$ cat src/rtl/sram_access_arbiter_pkg.sv
// Shared encodings for the external SRAM access arbiter:
// FSM states, grant ids, address width and the round-robin pick.
package sram_access_arbiter_pkg;

  localparam int SRAM_AW = 19;
  localparam int CNT_W   = 4;

  typedef enum logic [1:0] {
    ST_IDLE,
    ST_SETUP,
    ST_ACCESS,
    ST_DONE
  } state_t;

  typedef enum logic {
    GRANT_A,
    GRANT_B
  } grant_t;

  // On a tie the port that was not served last wins.
  function automatic grant_t pick_grant(
    input logic   a_req,
    input logic   b_req,
    input grant_t last
  );
    grant_t g;
    if (a_req && b_req) begin
      g = (last == GRANT_A) ? GRANT_B : GRANT_A;
    end else if (a_req) begin
      g = GRANT_A;
    end else begin
      g = GRANT_B;
    end
    return g;
  endfunction

endpackage

$ cat src/rtl/sram_access_arbiter.sv
// Two-port round-robin sequencer for the 512Kx8 SRAM (setup/strobe/hold).
// Ports: a_*/b_* requesters, sram_* pin-side bus (tristate built above), busy.
module sram_access_arbiter
  import sram_access_arbiter_pkg::*;
#(
  parameter int AW          = SRAM_AW,
  parameter int WAIT_STATES = 2
) (
  input  logic          clk,
  input  logic          rst,
  input  logic          a_req,
  input  logic          a_we,
  input  logic [AW-1:0] a_addr,
  input  logic [7:0]    a_wdata,
  output logic          a_ack,
  output logic [7:0]    a_rdata,
  input  logic          b_req,
  input  logic          b_we,
  input  logic [AW-1:0] b_addr,
  input  logic [7:0]    b_wdata,
  output logic          b_ack,
  output logic [7:0]    b_rdata,
  output logic [AW-1:0] sram_addr,
  output logic [7:0]    sram_data_out,
  output logic          sram_data_oe,
  input  logic [7:0]    sram_data_in,
  output logic          sram_we_n,
  output logic          busy
);

  localparam logic [CNT_W-1:0] CNT_LOAD =
    CNT_W'(WAIT_STATES - 1);

  state_t            state_q, state_d;
  grant_t            grant_q, grant_d;
  grant_t            last_q, last_d;
  logic [CNT_W-1:0]  cnt_q, cnt_d;
  logic              we_q, we_d;

  logic [AW-1:0]     addr_d;
  logic [7:0]        dout_d;
  logic              oe_d;
  logic              we_n_d;
  logic              a_ack_d, b_ack_d;
  logic [7:0]        a_rdata_d, b_rdata_d;
  logic              busy_d;

  always_comb begin
    state_d   = state_q;
    grant_d   = grant_q;
    last_d    = last_q;
    cnt_d     = cnt_q;
    we_d      = we_q;
    addr_d    = sram_addr;
    dout_d    = sram_data_out;
    oe_d      = sram_data_oe;
    we_n_d    = 1'b1;
    a_ack_d   = 1'b0;
    b_ack_d   = 1'b0;
    a_rdata_d = a_rdata;
    b_rdata_d = b_rdata;

    unique case (state_q)
      ST_IDLE: begin
        oe_d = 1'b0;
        if (a_req || b_req) begin
          grant_d = pick_grant(a_req, b_req, last_q);
          last_d  = grant_d;
          state_d = ST_SETUP;
          if (grant_d == GRANT_A) begin
            addr_d = a_addr;
            we_d   = a_we;
            if (a_we) dout_d = a_wdata;
          end else begin
            addr_d = b_addr;
            we_d   = b_we;
            if (b_we) dout_d = b_wdata;
          end
          // Data is driven from SETUP so it is stable before the strobe.
          oe_d = we_d;
        end
      end
      ST_SETUP: begin
        cnt_d   = CNT_LOAD;
        we_n_d  = ~we_q;
        state_d = ST_ACCESS;
      end
      ST_ACCESS: begin
        if (cnt_q == '0) begin
          state_d = ST_DONE;
          if (!we_q) begin
            if (grant_q == GRANT_A) a_rdata_d = sram_data_in;
            else                    b_rdata_d = sram_data_in;
          end
          a_ack_d = (grant_q == GRANT_A);
          b_ack_d = (grant_q == GRANT_B);
        end else begin
          cnt_d  = cnt_q - 1'b1;
          we_n_d = ~we_q;
        end
      end
      ST_DONE: begin
        // Strobe already released; addr/data held one more cycle.
        oe_d    = 1'b0;
        state_d = ST_IDLE;
      end
      default: state_d = ST_IDLE;
    endcase

    busy_d = (state_d != ST_IDLE);
  end

  always_ff @(posedge clk or posedge rst) begin
    if (rst) begin
      state_q       <= ST_IDLE;
      grant_q       <= GRANT_A;
      last_q        <= GRANT_B;
      cnt_q         <= '0;
      we_q          <= 1'b0;
      sram_addr     <= '0;
      sram_data_out <= '0;
      sram_data_oe  <= 1'b0;
      sram_we_n     <= 1'b1;
      a_ack         <= 1'b0;
      b_ack         <= 1'b0;
      a_rdata       <= '0;
      b_rdata       <= '0;
      busy          <= 1'b0;
    end else begin
      state_q       <= state_d;
      grant_q       <= grant_d;
      last_q        <= last_d;
      cnt_q         <= cnt_d;
      we_q          <= we_d;
      sram_addr     <= addr_d;
      sram_data_out <= dout_d;
      sram_data_oe  <= oe_d;
      sram_we_n     <= we_n_d;
      a_ack         <= a_ack_d;
      b_ack         <= b_ack_d;
      a_rdata       <= a_rdata_d;
      b_rdata       <= b_rdata_d;
      busy          <= busy_d;
    end
  end

endmodule

$ cat config.mk
export PLATFORM = sky130hd
export DESIGN_NAME = sram_access_arbiter
export DESIGN_NICKNAME = d
export VERILOG_FILES = /design/src/rtl/sram_access_arbiter_pkg.sv /design/src/rtl/sram_access_arbiter.sv
export SDC_FILE = /design/constraint.sdc
export NUM_CORES = 1
export LEC_CHECK = 0
export ABC_AREA = 1
export BUFFER_PORTS_ARGS = -buffer_cell sky130_fd_sc_hd__buf_4
export CAP_MARGIN = 5
export CORE_ASPECT_RATIO = 1.75
export CORE_MARGIN = 3
export CORE_UTILIZATION = 45
export DETAILED_ROUTE_END_ITERATION = 8
export MAX_ROUTING_LAYER = met4
export PLACE_DENSITY = 0.78
export SYNTH_ARGS = -nofsm -noshare
export SYNTH_HDL_FRONTEND = slang
export SYNTH_SLANG_ARGS = --single-unit
$ cat constraint.sdc
create_clock -name clk -period 2.88 [get_ports clk]
set_clock_uncertainty 0.15 [all_clocks]
set_input_delay 0.576 -clock clk [delete_from_list [all_inputs] [get_ports clk]]
set_output_delay 0.576 -clock clk [all_outputs]
set_load 0.03 [all_outputs]
==> run_results.csv <==
group,metric,value,unit
power,switching_share,0.458,
route,vias,2706,
hold_path,hold_path.class,"in2async",
synthesis,ys_types,29,
synthesis,synth-seq-cells,57,
clock_tree,cts_resized,0,
clock_tree,cts_buffers,9,
synthesis,postSynth.asyncResetShare,1.00,
clock_tree,h-tree-depth,3,
synthesis,postSynthCellCount,320,
timing,hold_viol,0,
critical_path,critPathCaptureType,"flip-flop",
power,p_sw,0.00206,W
layout,area_growth,37.4,%
global_routing,grt_max_degree,58,
critical_path,cp_data_arrival_time,2140,ps
synthesis,netlist.area_leader.share,0.484,
timing,period_share,0.719,
global_routing,grt_pass1_wl,12400,um
layout,drive_gt1_frac,0.362,
synthesis,synth_area,2840,sq um
critical_path,critPathKind,"reg2reg",
synthesis,syn_avg_cell_area,8.88,sq um
timing,final_max_slew_viol_count,0,
die,ios,116,
clock_tree,postCtsSetupRepairBufs,0,
power,power.density,1150,nW/um^2
clock_tree,clk-insertion-delay-late,330,ps
clock_tree,cts.sinks,57,
route,drc,0,
route,firstDrtPassIters,4,
clock_tree,cts-hold-fix-buffers,0,
timing,hold_slack,155,ps
placement,place.port_buffers,115,
clock_tree,cts_tree,"yes",
synthesis,synth_warnings,0,
route,drt_iter0_drc,184,
route,drt-total-wl,7470,um
timing,finalCriticalPeriod,2070,ps
critical_path,cp.required,2950,ps
layout,post-route-util,0.649,
synthesis,ys.flop_type,"dfrtp_1",
die,core,6020,sq um
layout,nets,506,
route,final_antenna_net_count,0,
global_routing,grt_pass1_vias,2777,
die,die_w,66.1,um
die,num_rows,37,
placement,place_ws,751,ps
synthesis,yosysTopAreaCell,"dfrtp_1",
die,die-area,7340,sq um
power,ir_worst_vdd,0.544,mV
power,p_int,0.00244,W
global_routing,antenna_found_initial,0,
layout,diodes,0,
placement,routabilityCongestion,0.875,
timing,finalSetupViolCount,0,
timing,tightest_slew,656,ps
global_routing,overflow,0,
critical_path,cp_max_fo,32,
clock_tree,cts.path.max_buffers,2,
flow_run,drv_cap,0,
power,comb_power_share,0.523,
timing,slew_headroom,0.562,
synthesis,synth-edff-count,0,
placement,dpl.hpwl,5590,um
global_routing,groute.usage.overall,0.219,
timing,setup-tns-final,0,ps
die,start_util,0.472,
route,vias_per_cell,5.26,
synthesis,synthesis.nets,395,
route,post_drt_wl_per_cell,14.5,um
timing,fmax,483,MHz
power,power.share.clock,0.159,
timing,rsz0062_at_grt,"no",
critical_path,start_kind,"flip-flop",
power,seq_power_share,0.318,
power,leakage,2.00,nW
clock_tree,root_buffer,"clkbuf_8",
outcome,status,"complete, no violations",
die,dieHeight,111,um
timing,post-route-worst-setup-slack,811,ps
synthesis,yosysSeqAreaShare,0.503,
synthesis,synth_area_leaders,"dfrtp_1, nand2_1, o21ai_1",
clock_tree,path_clk_slew,60,ps
-- cells in the mapped netlist (all sizes together), types with 2 or more instances --
cell type / number
inv: 15
nand3: 39
nor3: 2
dfrtp: 55
clkbuf: 7
nor2: 9
nand2: 87
dfstp: 2
a21oi: 20
ha: 7
buf: 10
o21ai: 63
-- layout make-up --
cell class / instances / area [sq um]
clock buffers: 13 / 149
clock inverters: 3 / 40.0
fillers: 538 / 2110
inverters: 15 / 56.3
multi-input cells: 231 / 1240
flip-flops and latches: 57 / 1430
well taps: 78 / 97.6
repair buffers: 117 / 891
-- logic make-up after synthesis --
group	share of synthesized area
buf+inv	0.0599
fa+ha+maj	0.0308
compound gates	0.162
simple gates	0.242
xor+xnor	0.00308
flops	0.503
-- through the flow --
stage	area [sq um]	power [W]	std cells
2_1_floorplan	2840	0.00299	320
6_report	3910	0.00450	514
5_1_grt	3910	0.00480	514
3_3_place_gp	3720	0.00374	498
3_5_place_dp	3720	0.00381	498
4_1_cts	3910	0.00454	514
-- state kept, by name (all words and copies together), names as in the netlist --
signal,cells
sram_addr,19
a_rdata,8
b_rdata,8
sram_data_out,8
cnt_q,4
state_q,2
a_ack,1
b_ack,1
busy,1
grant_q,1
last_q,1
sram_data_oe,1
sram_we_n,1
we_q,1
-- metal layers --
metal / track usage / vias up / part of all wire / wire length, um
li1: - / 1294 / - / -
met3: 0.0436 / 23 / 0.061 / 455
met4: 0.114 / 0 / 0.036 / 272
met5: - / - / 0 / 0
met1: 0.231 / 1275 / 0.36 / 2650
met2: 0.373 / 114 / 0.55 / 4090
-- final timing paths --
kind | start | end | slack, ps | cells after the start
min in group clk | a_rdata[5] | a_rdata[5] | 320 | 2
worst max-delay path | state_q[0] | sram_data_out[0] | 810 | 7
worst min-delay path | rst | sram_addr[13] | 150 | 3
worst max register to register | state_q[0] | sram_data_out[0] | 810 | 7
max in group asynchronous | rst | last_q | 2130 | 3
worst min register to register | a_rdata[5] | a_rdata[5] | 320 | 2
-- worst max-delay path, cell delays in order (launching register included) --
cell and delay, ps:
dfrtp_1 410, inv_1 130, ha_1 160, inv_1 280, nor2_8 460, nand3_4 190, nand2_1 100, nand2_1 60
-- power by group through the flow --
stage	Sequential [W]	Clock, W	Combinational [W]
after detailed placement	0.00144	0	0.00237
after global placement	0.00143	0	0.00231
after CTS	0.00143	0.000729	0.00238
final	0.00143	0.000715	0.00236
after global routing	0.00146	0.000767	0.00257
after floorplan	0.00203	0	0.000955
-- layout by cell type, fill, tap and decap left out, types with 2 or more instances in the layout --
cell type and n:
clkinv_2 2, inv_1 13, clkbuf_1 3, buf_4 116, a21oi_1 10, nor2_4 2
nand2_1 82, dfrtp_1 55, dfstp_2 2, nand2_2 2, nand3_1 36, ha_1 7
a21oi_2 10, inv_2 2, nor2_8 2, nand3_4 2, nor3_1 2, nor2_1 4
o21ai_1 37, o21ai_0 26, clkbuf_8 10, nand2_4 3
(Power assumes the default switching activity.)
